<file path="src/rtl/mem_arbiter.sv">
// Unified single-port memory arbiter for the RV32I core.
// Arbitrates between instruction fetch and data load/store, holds one
// outstanding memory transaction, formats store lanes and extends loads,
// and stalls the PC while any access is pending.
module mem_arbiter #(
    parameter int unsigned ADDR_W       = 10,
    parameter int unsigned MAX_D_STREAK = 4,
    parameter int unsigned TIMEOUT_CYC  = 16
) (
    input  logic              clk,
    input  logic              n_rst,
    input  logic              if_req,
    input  logic [31:0]       if_addr,
    output logic              if_gnt,
    output logic              if_rvalid,
    output logic [31:0]       if_rdata,
    output logic              if_err,
    input  logic              d_req,
    input  logic              d_we,
    input  logic [31:0]       d_addr,
    input  logic [31:0]       d_wdata,
    input  logic [2:0]        d_funct3,
    output logic              d_gnt,
    output logic              d_rvalid,
    output logic [31:0]       d_rdata,
    output logic              d_err,
    output logic              mem_req,
    output logic              mem_we,
    output logic [ADDR_W-1:0] mem_addr,
    output logic [31:0]       mem_wdata,
    output logic [3:0]        mem_be,
    input  logic              mem_ready,
    input  logic              mem_rvalid,
    input  logic [31:0]       mem_rdata,
    output logic              stall
);

    localparam int unsigned SW = $clog2(MAX_D_STREAK + 1);
    localparam int unsigned TW = $clog2(TIMEOUT_CYC + 1);

    typedef enum logic [1:0] {IDLE, REQ, WAIT, RESP} state_t;

    state_t              state_q, state_d;
    logic [SW-1:0]       streak_q, streak_d;
    logic [TW-1:0]       tcnt_q, tcnt_d;
    logic [31:0]         rdata_q, rdata_d;
    logic                err_q, err_d;

    logic                own_fetch_q;
    logic                we_q;
    logic [ADDR_W-1:0]   addr_q;
    logic [1:0]          off_q;
    logic [2:0]          f3_q;
    logic [3:0]          be_q;
    logic [31:0]         wdata_q;

    logic                gnt_d, gnt_i;
    logic [31:0]         sel_addr;
    logic [2:0]          sel_f3;
    logic                sel_we;
    logic                sel_mis;
    logic [3:0]          sel_be;
    logic [31:0]         sel_wdata;
    logic                unused_addr_hi;

    assign unused_addr_hi = ^{if_addr[31:ADDR_W+2], d_addr[31:ADDR_W+2]};

    function automatic logic [31:0] load_ext(input logic [2:0] f3,
                                             input logic [1:0] off,
                                             input logic [31:0] w);
        logic [7:0]  b;
        logic [15:0] h;
        case (off)
            2'd0:    b = w[7:0];
            2'd1:    b = w[15:8];
            2'd2:    b = w[23:16];
            default: b = w[31:24];
        endcase
        h = off[1] ? w[31:16] : w[15:0];
        case (f3)
            3'd0:    load_ext = {{24{b[7]}}, b};
            3'd1:    load_ext = {{16{h[15]}}, h};
            3'd4:    load_ext = {24'h0, b};
            3'd5:    load_ext = {16'h0, h};
            default: load_ext = w;
        endcase
    endfunction

    // Arbitration and request formatting for the cycle's winner (IDLE only)
    always_comb begin
        gnt_d     = (state_q == IDLE) && d_req &&
                    !(if_req && (streak_q == SW'(MAX_D_STREAK)));
        gnt_i     = (state_q == IDLE) && if_req && !gnt_d;
        sel_addr  = gnt_d ? d_addr : if_addr;
        sel_f3    = gnt_d ? d_funct3 : 3'd2;
        sel_we    = gnt_d && d_we;
        sel_mis   = 1'b0;
        sel_be    = 4'b1111;
        sel_wdata = '0;
        if (gnt_i) begin
            sel_mis = (sel_addr[1:0] != 2'd0);
        end else begin
            case (sel_f3)
                3'd1, 3'd5: sel_mis = sel_addr[0];
                3'd2:       sel_mis = (sel_addr[1:0] != 2'd0);
                default:    sel_mis = 1'b0;
            endcase
        end
        if (sel_we) begin
            case (sel_f3)
                3'd0: begin
                    sel_be    = 4'b0001 << sel_addr[1:0];
                    sel_wdata = {4{d_wdata[7:0]}};
                end
                3'd1: begin
                    sel_be    = sel_addr[1] ? 4'b1100 : 4'b0011;
                    sel_wdata = {2{d_wdata[15:0]}};
                end
                default: begin
                    sel_be    = 4'b1111;
                    sel_wdata = d_wdata;
                end
            endcase
        end
    end

    // Next-state, streak, timeout and response capture
    always_comb begin
        state_d  = state_q;
        streak_d = streak_q;
        tcnt_d   = tcnt_q;
        rdata_d  = rdata_q;
        err_d    = err_q;
        case (state_q)
            IDLE: begin
                if (gnt_d || gnt_i) begin
                    if (gnt_i)
                        streak_d = '0;
                    else if (if_req && (streak_q != SW'(MAX_D_STREAK)))
                        streak_d = streak_q + SW'(1);
                    if (sel_mis) begin
                        state_d = RESP;
                        err_d   = 1'b1;
                        rdata_d = '0;
                    end else begin
                        state_d = REQ;
                    end
                end
            end
            REQ: begin
                if (mem_ready) begin
                    state_d = WAIT;
                    tcnt_d  = '0;
                end
            end
            WAIT: begin
                if (mem_rvalid) begin
                    state_d = RESP;
                    err_d   = 1'b0;
                    rdata_d = we_q ? '0 : load_ext(f3_q, off_q, mem_rdata);
                end else if (tcnt_q == TW'(TIMEOUT_CYC - 1)) begin
                    state_d = RESP;
                    err_d   = 1'b1;
                    rdata_d = '0;
                end else begin
                    tcnt_d = tcnt_q + TW'(1);
                end
            end
            RESP:    state_d = IDLE;
            default: state_d = IDLE;
        endcase
    end

    // FSM state, streak, timeout counter and registered response
    always_ff @(posedge clk or negedge n_rst) begin
        if (!n_rst) begin
            state_q  <= IDLE;
            streak_q <= '0;
            tcnt_q   <= '0;
            rdata_q  <= '0;
            err_q    <= 1'b0;
        end else begin
            state_q  <= state_d;
            streak_q <= streak_d;
            tcnt_q   <= tcnt_d;
            rdata_q  <= rdata_d;
            err_q    <= err_d;
        end
    end

    // Latch the granted request so the memory side sees stable fields
    always_ff @(posedge clk or negedge n_rst) begin
        if (!n_rst) begin
            own_fetch_q <= 1'b0;
            we_q        <= 1'b0;
            addr_q      <= '0;
            off_q       <= '0;
            f3_q        <= '0;
            be_q        <= '0;
            wdata_q     <= '0;
        end else if (gnt_d || gnt_i) begin
            own_fetch_q <= gnt_i;
            we_q        <= sel_we;
            addr_q      <= sel_addr[ADDR_W+1:2];
            off_q       <= sel_addr[1:0];
            f3_q        <= sel_f3;
            be_q        <= sel_be;
            wdata_q     <= sel_wdata;
        end
    end

    // Outputs are forced low while reset is held, including the combinational ones
    assign if_gnt    = n_rst && gnt_i;
    assign d_gnt     = n_rst && gnt_d;
    assign if_rvalid = (state_q == RESP) && own_fetch_q;
    assign d_rvalid  = (state_q == RESP) && !own_fetch_q;
    assign if_rdata  = if_rvalid ? rdata_q : '0;
    assign if_err    = if_rvalid && err_q;
    assign d_rdata   = d_rvalid ? rdata_q : '0;
    assign d_err     = d_rvalid && err_q;
    assign mem_req   = (state_q == REQ);
    assign mem_we    = mem_req && we_q;
    assign mem_addr  = mem_req ? addr_q : '0;
    assign mem_wdata = mem_req ? wdata_q : '0;
    assign mem_be    = mem_req ? be_q : '0;
    assign stall     = n_rst && ((state_q != IDLE) || (if_req && !gnt_i) || (d_req && !gnt_d));

endmodule

</file>
<file path="config.mk">
export PLATFORM = sky130hd
export DESIGN_NAME = mem_arbiter
export DESIGN_NICKNAME = d
export VERILOG_FILES = /design/src/rtl/mem_arbiter.sv
export SDC_FILE = /design/constraint.sdc
export NUM_CORES = 1
export LEC_CHECK = 0
export BUFFER_PORTS_ARGS = -buffer_cell sky130_fd_sc_hd__buf_2
export CORE_MARGIN = 2
export CORE_UTILIZATION = 52
export CTS_CLUSTER_DIAMETER = 200
export CTS_CLUSTER_SIZE = 12
export DETAILED_ROUTE_END_ITERATION = 12
export PLACE_DENSITY = 0.95
export SLEW_MARGIN = 5
export SYNTH_ARGS = -nofsm -noshare
export SYNTH_HDL_FRONTEND = slang
export SYNTH_SLANG_ARGS = --single-unit
</file>
<file path="constraint.sdc">
create_clock -name clk -period 5.12 [get_ports clk]
set_input_delay 0.512 -clock clk [delete_from_list [all_inputs] [get_ports clk]]
set_output_delay 0.512 -clock clk [all_outputs]
set_load 0.03 [all_outputs]
</file>
=== Yosys cells after proc, flatten, opt, wreduce, memory -nomap -nowiden ===
Cells that the tools add are included.

* Bits in registers: 96
* Bits of input ports: 138
* Output and inout port bits: 119
* Logic and storage cells: 113

* Add/sub/neg operators: 2
* Equality and inequality tests: 20
* Shifts and indexed selects: 1
* Muxes and demuxes: 40
* Reductions and logical operators: 38

{| class="wikitable"
|+ Operators with widths
! operator !! number
|-
| 32-bit two-way mux || 9
|-
| 32-bit case mux with 2 select lines || 2
|-
| 32-bit case mux with 4 select lines || 1
|-
| 8-bit case mux with 3 select lines || 1
|-
| 1-bit logical AND || 17
|-
| 16-bit two-way mux || 1
|-
| 5-bit two-way mux || 3
|-
| 3-bit == test, second input constant || 4
|-
| 12-bit two-way mux || 1
|-
| 4-bit two-way mux || 3
|-
| 10-bit two-way mux || 1
|-
| 2-bit two-way mux || 5
|-
| 5-bit case mux with 2 select lines || 1
|-
| 2-bit nonzero test || 5
|-
| 3-bit two-way mux || 3
|-
| 2-bit case mux with 4 select lines || 1
|-
| 4-bit case mux with 2 select lines || 1
|-
| 4-bit AND reduction || 2
|-
| 2-bit == test, second input constant || 3
|-
| 3-bit by 1-bit == test with 1-bit output, second input constant || 2
|-
| 3-bit logical NOT || 2
|-
| 2-bit != test, second input constant || 3
|-
| 3-bit != test, second input constant || 2
|-
| 3-bit AND reduction || 2
|-
| 13 further kinds || 26
|}

=== Logic depth before layout (Yosys ltp) ===
* Word-level depth: 12
* Depth in mapped cells: 10
* Mapped depth without buffers: 8

=== Worst setup path after synthesis ===
OpenSTA, ideal clock, no wires.

* Kind: register -> output
* From: register state_q[0]
* To: output port if_gnt
* Arrival time: 2.126 ns
* Data required time: 4.608 ns
* Setup slack: 2.482 ns
* Stages on the path, launching flop included: 9
* Path buffers: 3
* Path through: dfrtp_1 inv_1 ha_1 buf_2 nand2_1 a31oi_4 clkbuf_1 buf_1 nor3b_1

* Cells in the longest elaborated chain, start to end: 6
* Elaborated cells on any way between the ends: 7
* Classes of those cells: reduce/logical (7)

{| class="wikitable"
|+ RTL lines
! item !! RTL line !! source
|-
| start, declared || 43 || <nowiki>state_t state_q, state_d;</nowiki>
|-
| start signal, assigned || 183 || <nowiki>state_q <= state_d;</nowiki>
|-
| 2-bit logical NOT (*) || 91, 93 ||
|-
| 1-bit logical AND (2 in a row) || 91 || <nowiki>gnt_d = (state_q == IDLE) && d_req &&</nowiki>
|-
| 1-bit logical NOT || 93 || <nowiki>gnt_i = (state_q == IDLE) && if_req && !gnt_d;</nowiki>
|-
| 1-bit logical AND (*) || 93 ||
|-
| 1-bit logical AND (*) || 213 || <nowiki>assign if_gnt = n_rst && gnt_i;</nowiki>
|-
| end, declared || 14 || <nowiki>output logic if_gnt,</nowiki>
|}

Mark *: on every way between the ends. The rest lies on a longest branch, timed or not.

=== Worst setup path after layout ===
* From: register state_q[0]
* To: register rdata_q[9]

* Cells in the longest elaborated chain, start to end: 10
* Elaborated cells on any way between the ends: 23
* Classes of those cells: eq/ne (7); mux (5); reduce/logical (11)

{| class="wikitable"
|+ RTL lines
! item !! RTL line !! source
|-
| 2-bit logical NOT || 91, 93, 134 ||
|-
| 1-bit logical AND (2 in a row) || 91 ||
|-
| 3-bit two-way mux || 95 || <nowiki>sel_f3 = gnt_d ? d_funct3 : 3'd2;</nowiki>
|-
| 3-bit by 1-bit == test with 1-bit output or 3-bit == test (tied branches) || 103 || <nowiki>case (sel_f3)</nowiki>
|-
| 2-bit OR reduction || 103 ||
|-
| 1-bit case mux with 2 select lines || 103 ||
|-
| 1-bit two-way mux || 100 || <nowiki>if (gnt_i) begin</nowiki>
|-
| 2-bit != test (no source line) || - ||
|-
| 4-bit AND reduction (no source line) || - ||
|-
| end signal, assigned || 186 || <nowiki>rdata_q <= rdata_d;</nowiki>
|-
| end, declared || 46 || <nowiki>logic [31:0] rdata_q, rdata_d;</nowiki>
|}

Several ways; a longest one is shown, not always the timed one.
A chain may end at the register's enable or synchronous reset.

==> impl_metrics.toml <==
[cts]
postCtsSetupBuffers = 0
post_cts_resized = 0
cts_hold_buf = 0
tritoncts.num_buffers = 9
cts_tree = "done"
clock_latency_ps = 360
ctsRootBufferMaster = "clkbuf_8"
htree_levels = 3
clockBufferDepth = 2
clk_pin_slew_worst_paths_ps = 90
cts_sinks = 96

[placed_design]
post-place-ws_ps = 1998
hpwl_um = 11570
portBuffers = 216
place.gp.congestion = 0.8556

[yosys]
synth_area_per_cell_sq_um = 9.034
netlist_instances = 639
netlist_area_sq_um = 5773
yosysSeqAreaShare = 0.4161
synth_commonest_cells = "dfrtp_1, and2_1, nand2_1"
synth_ff_type = "dfrtp_1"
synth_enable_flop_cells = 0
synth_area_leaders = "dfrtp_1, and2_1, mux2i_1"
netlist.area_leader.share = 0.4161
ys_warn_count = 0
ys_seq_elements = 96
async_reset_ff_frac = 1.000
synth_fp_nets = 786
yosysTopAreaCell = "dfrtp_1"
synth_most_common_cell = "dfrtp_1"
synth.distinct_cells = 47

[timing]
setup_ws_ps = 1986
slew_viol_final = 0
final_hold_viol_count = 0
timing.final.crit_share = 0.6121
hold_ws_ps = 174.3
fin_skew_ps = 3.695
setup_viol_count_final = 0
rsz0062_at_grt = "false"
fin_tns_setup_ps = 0
worst_pin_slew_ps = 949.9
slew_headroom = 0.3667
period_minus_slack_ps = 3134
max_freq_ghz = 0.3191

[layout]
fillers = 875
drive_gt1_frac = 0.3257
antenna_cells = 0
layout.nets = 975
syn_to_final_growth_pct = 22.58

[worst_setup_path]
path_buf_inv = 3
crit_type = "register to register"
worst_ep_arrival_time_ps = 3390
worstSetupEndpointType = "register"
cpPeakStageDelay_ps = 450
reg2reg_slack_ps = 1990
slowest_stage = "a31oi_4"
crit_path_frequent_cell = "buf_4"
path_delay_family = "buffers and inverters"
start_kind = "register"
required_ps = 5370
crit_chain = "inv_1 > ha_1 > nand2_1 > a31oi_4 > buf_4 > o22ai_1 > nor3_4 > buf_4 > mux2_2"
worstReg2RegStart = "state_q[0]"
r2r-end = "rdata_q[9]"
cp_max_fo = 33
reg2reg_depth = 9

[floorplan]
die_w_um = 109.4
rows = 38
start_util = 0.5325
design.die.area_sq_um = 11960
core_sq_um = 10840
die_h_um = 109.4
ios = 257

[routing]
drtIter0Drc = 360
drcViolationCount = 0
routed_wl_um = 15610
first_pass_iters = 6
viasPerCell = 5.526
ant_nets = 0
vias = 5371
avgRoutedWirePerCell_um = 16.06

[power]
power.density_nw_per_um2 = 509.9
peakVddDrop_mv = 0.2450
p_leak_nw = 3.760
finalPower_w = 0.003608

[global_routing]
grt_overflow_total = 0
antenna_found_initial = 0
grt_first_pass_wirelength_um = 24070
grt_use_total = 0.2599
grt_max_degree = 55
grt_pass1_vias = 5003

[status]
status = "complete, no violations"

[job]
drv_cap = 0

[min_path]
hp-class = "primary input to asynchronous set/reset pin"
## stage by stage
step | cells | util | cell area (sq um)
after floorplan | 639 | - | 5773
after global routing | 972 | 0.6528 | 7077
final | 972 | 0.6528 | 7077
after CTS | 972 | 0.6528 | 7077
after detailed placement | 957 | 0.6355 | 6889
after global placement | 957 | 0.6355 | 6889
## cell usage in the layout (no fill, tap or decap), types with 8 or more instances in the layout
| master | instances |
|---|---|
| a21oi_1 | 18 |
| a221oi_1 | 8 |
| a22o_1 | 11 |
| a31oi_1 | 8 |
| and2_1 | 85 |
| and3_1 | 34 |
| buf_2 | 215 |
| buf_4 | 9 |
| clkbuf_8 | 10 |
| dfrtp_1 | 96 |
| ha_1 | 9 |
| inv_1 | 46 |
| mux2_2 | 27 |
| mux2i_1 | 43 |
| nand2_1 | 67 |
| nor2_1 | 34 |
| o21ai_0 | 54 |
| o221ai_1 | 8 |
## final cells by class
cell class,instances,area (sq um),area share
clock buffer,12,145.1,0.02051
tap,140,175.2,0.02475
clock inverter,3,42.54,0.006011
multi-input combinational,451,2995,0.4233
inverter,46,172.7,0.02440
sequential,96,2402,0.3395
timing repair buffer,224,1144,0.1616
## report_power, final
group	internal [W]	switching, W	total, W
logic	0.000647	0.00107	0.00172
clock network	0.000236	0.000256	0.000493
registers	0.00109	0.000308	0.00140
total	0.00197	0.00164	0.00361
## worst max-delay path by stage
stage	slack (ps)	startpoint	depth (start not counted)	to
after floorplan	2480	state_q[0]	8	if_gnt
after global placement	2070	state_q[0]	9	rdata_q[10]
after detailed placement	2000	state_q[0]	9	rdata_q[7]
after CTS	1970	state_q[0]	9	rdata_q[15]
after global routing	1730	state_q[0]	9	rdata_q[12]
final	1990	state_q[0]	9	rdata_q[9]
## sequential cells by signal (all words and copies together), names as in the netlist
signal / flops
be_q: 4
wdata_q: 32
rdata_q: 32
off_q: 2
err_q: 1
state_q: 2
own_fetch_q: 1
we_q: 1
f3_q: 3
addr_q: 10
streak_q: 3
tcnt_q: 5
## logic make-up after synthesis
group	after synthesis	share of synthesized area
and+or+nand+nor	240	0.2176
AOI/OAI and AO/OA	131	0.1500
DFF	96	0.4161
buffers and inverters	92	0.06567
muxes	71	0.1311
adders and majority gates	9	0.01951
## layer usage
| metal | global-route usage | vias to the layer above | part of all wire |
|---|---|---|---|
| li1 | - | 2546 | - |
| met1 | 0.3078 | 2524 | 0.38 |
| met2 | 0.4616 | 268 | 0.50 |
| met3 | 0.05453 | 33 | 0.091 |
| met4 | 0.09946 | 0 | 0.023 |
| met5 | 0 | - | 0 |
(Power assumes the default switching activity.)
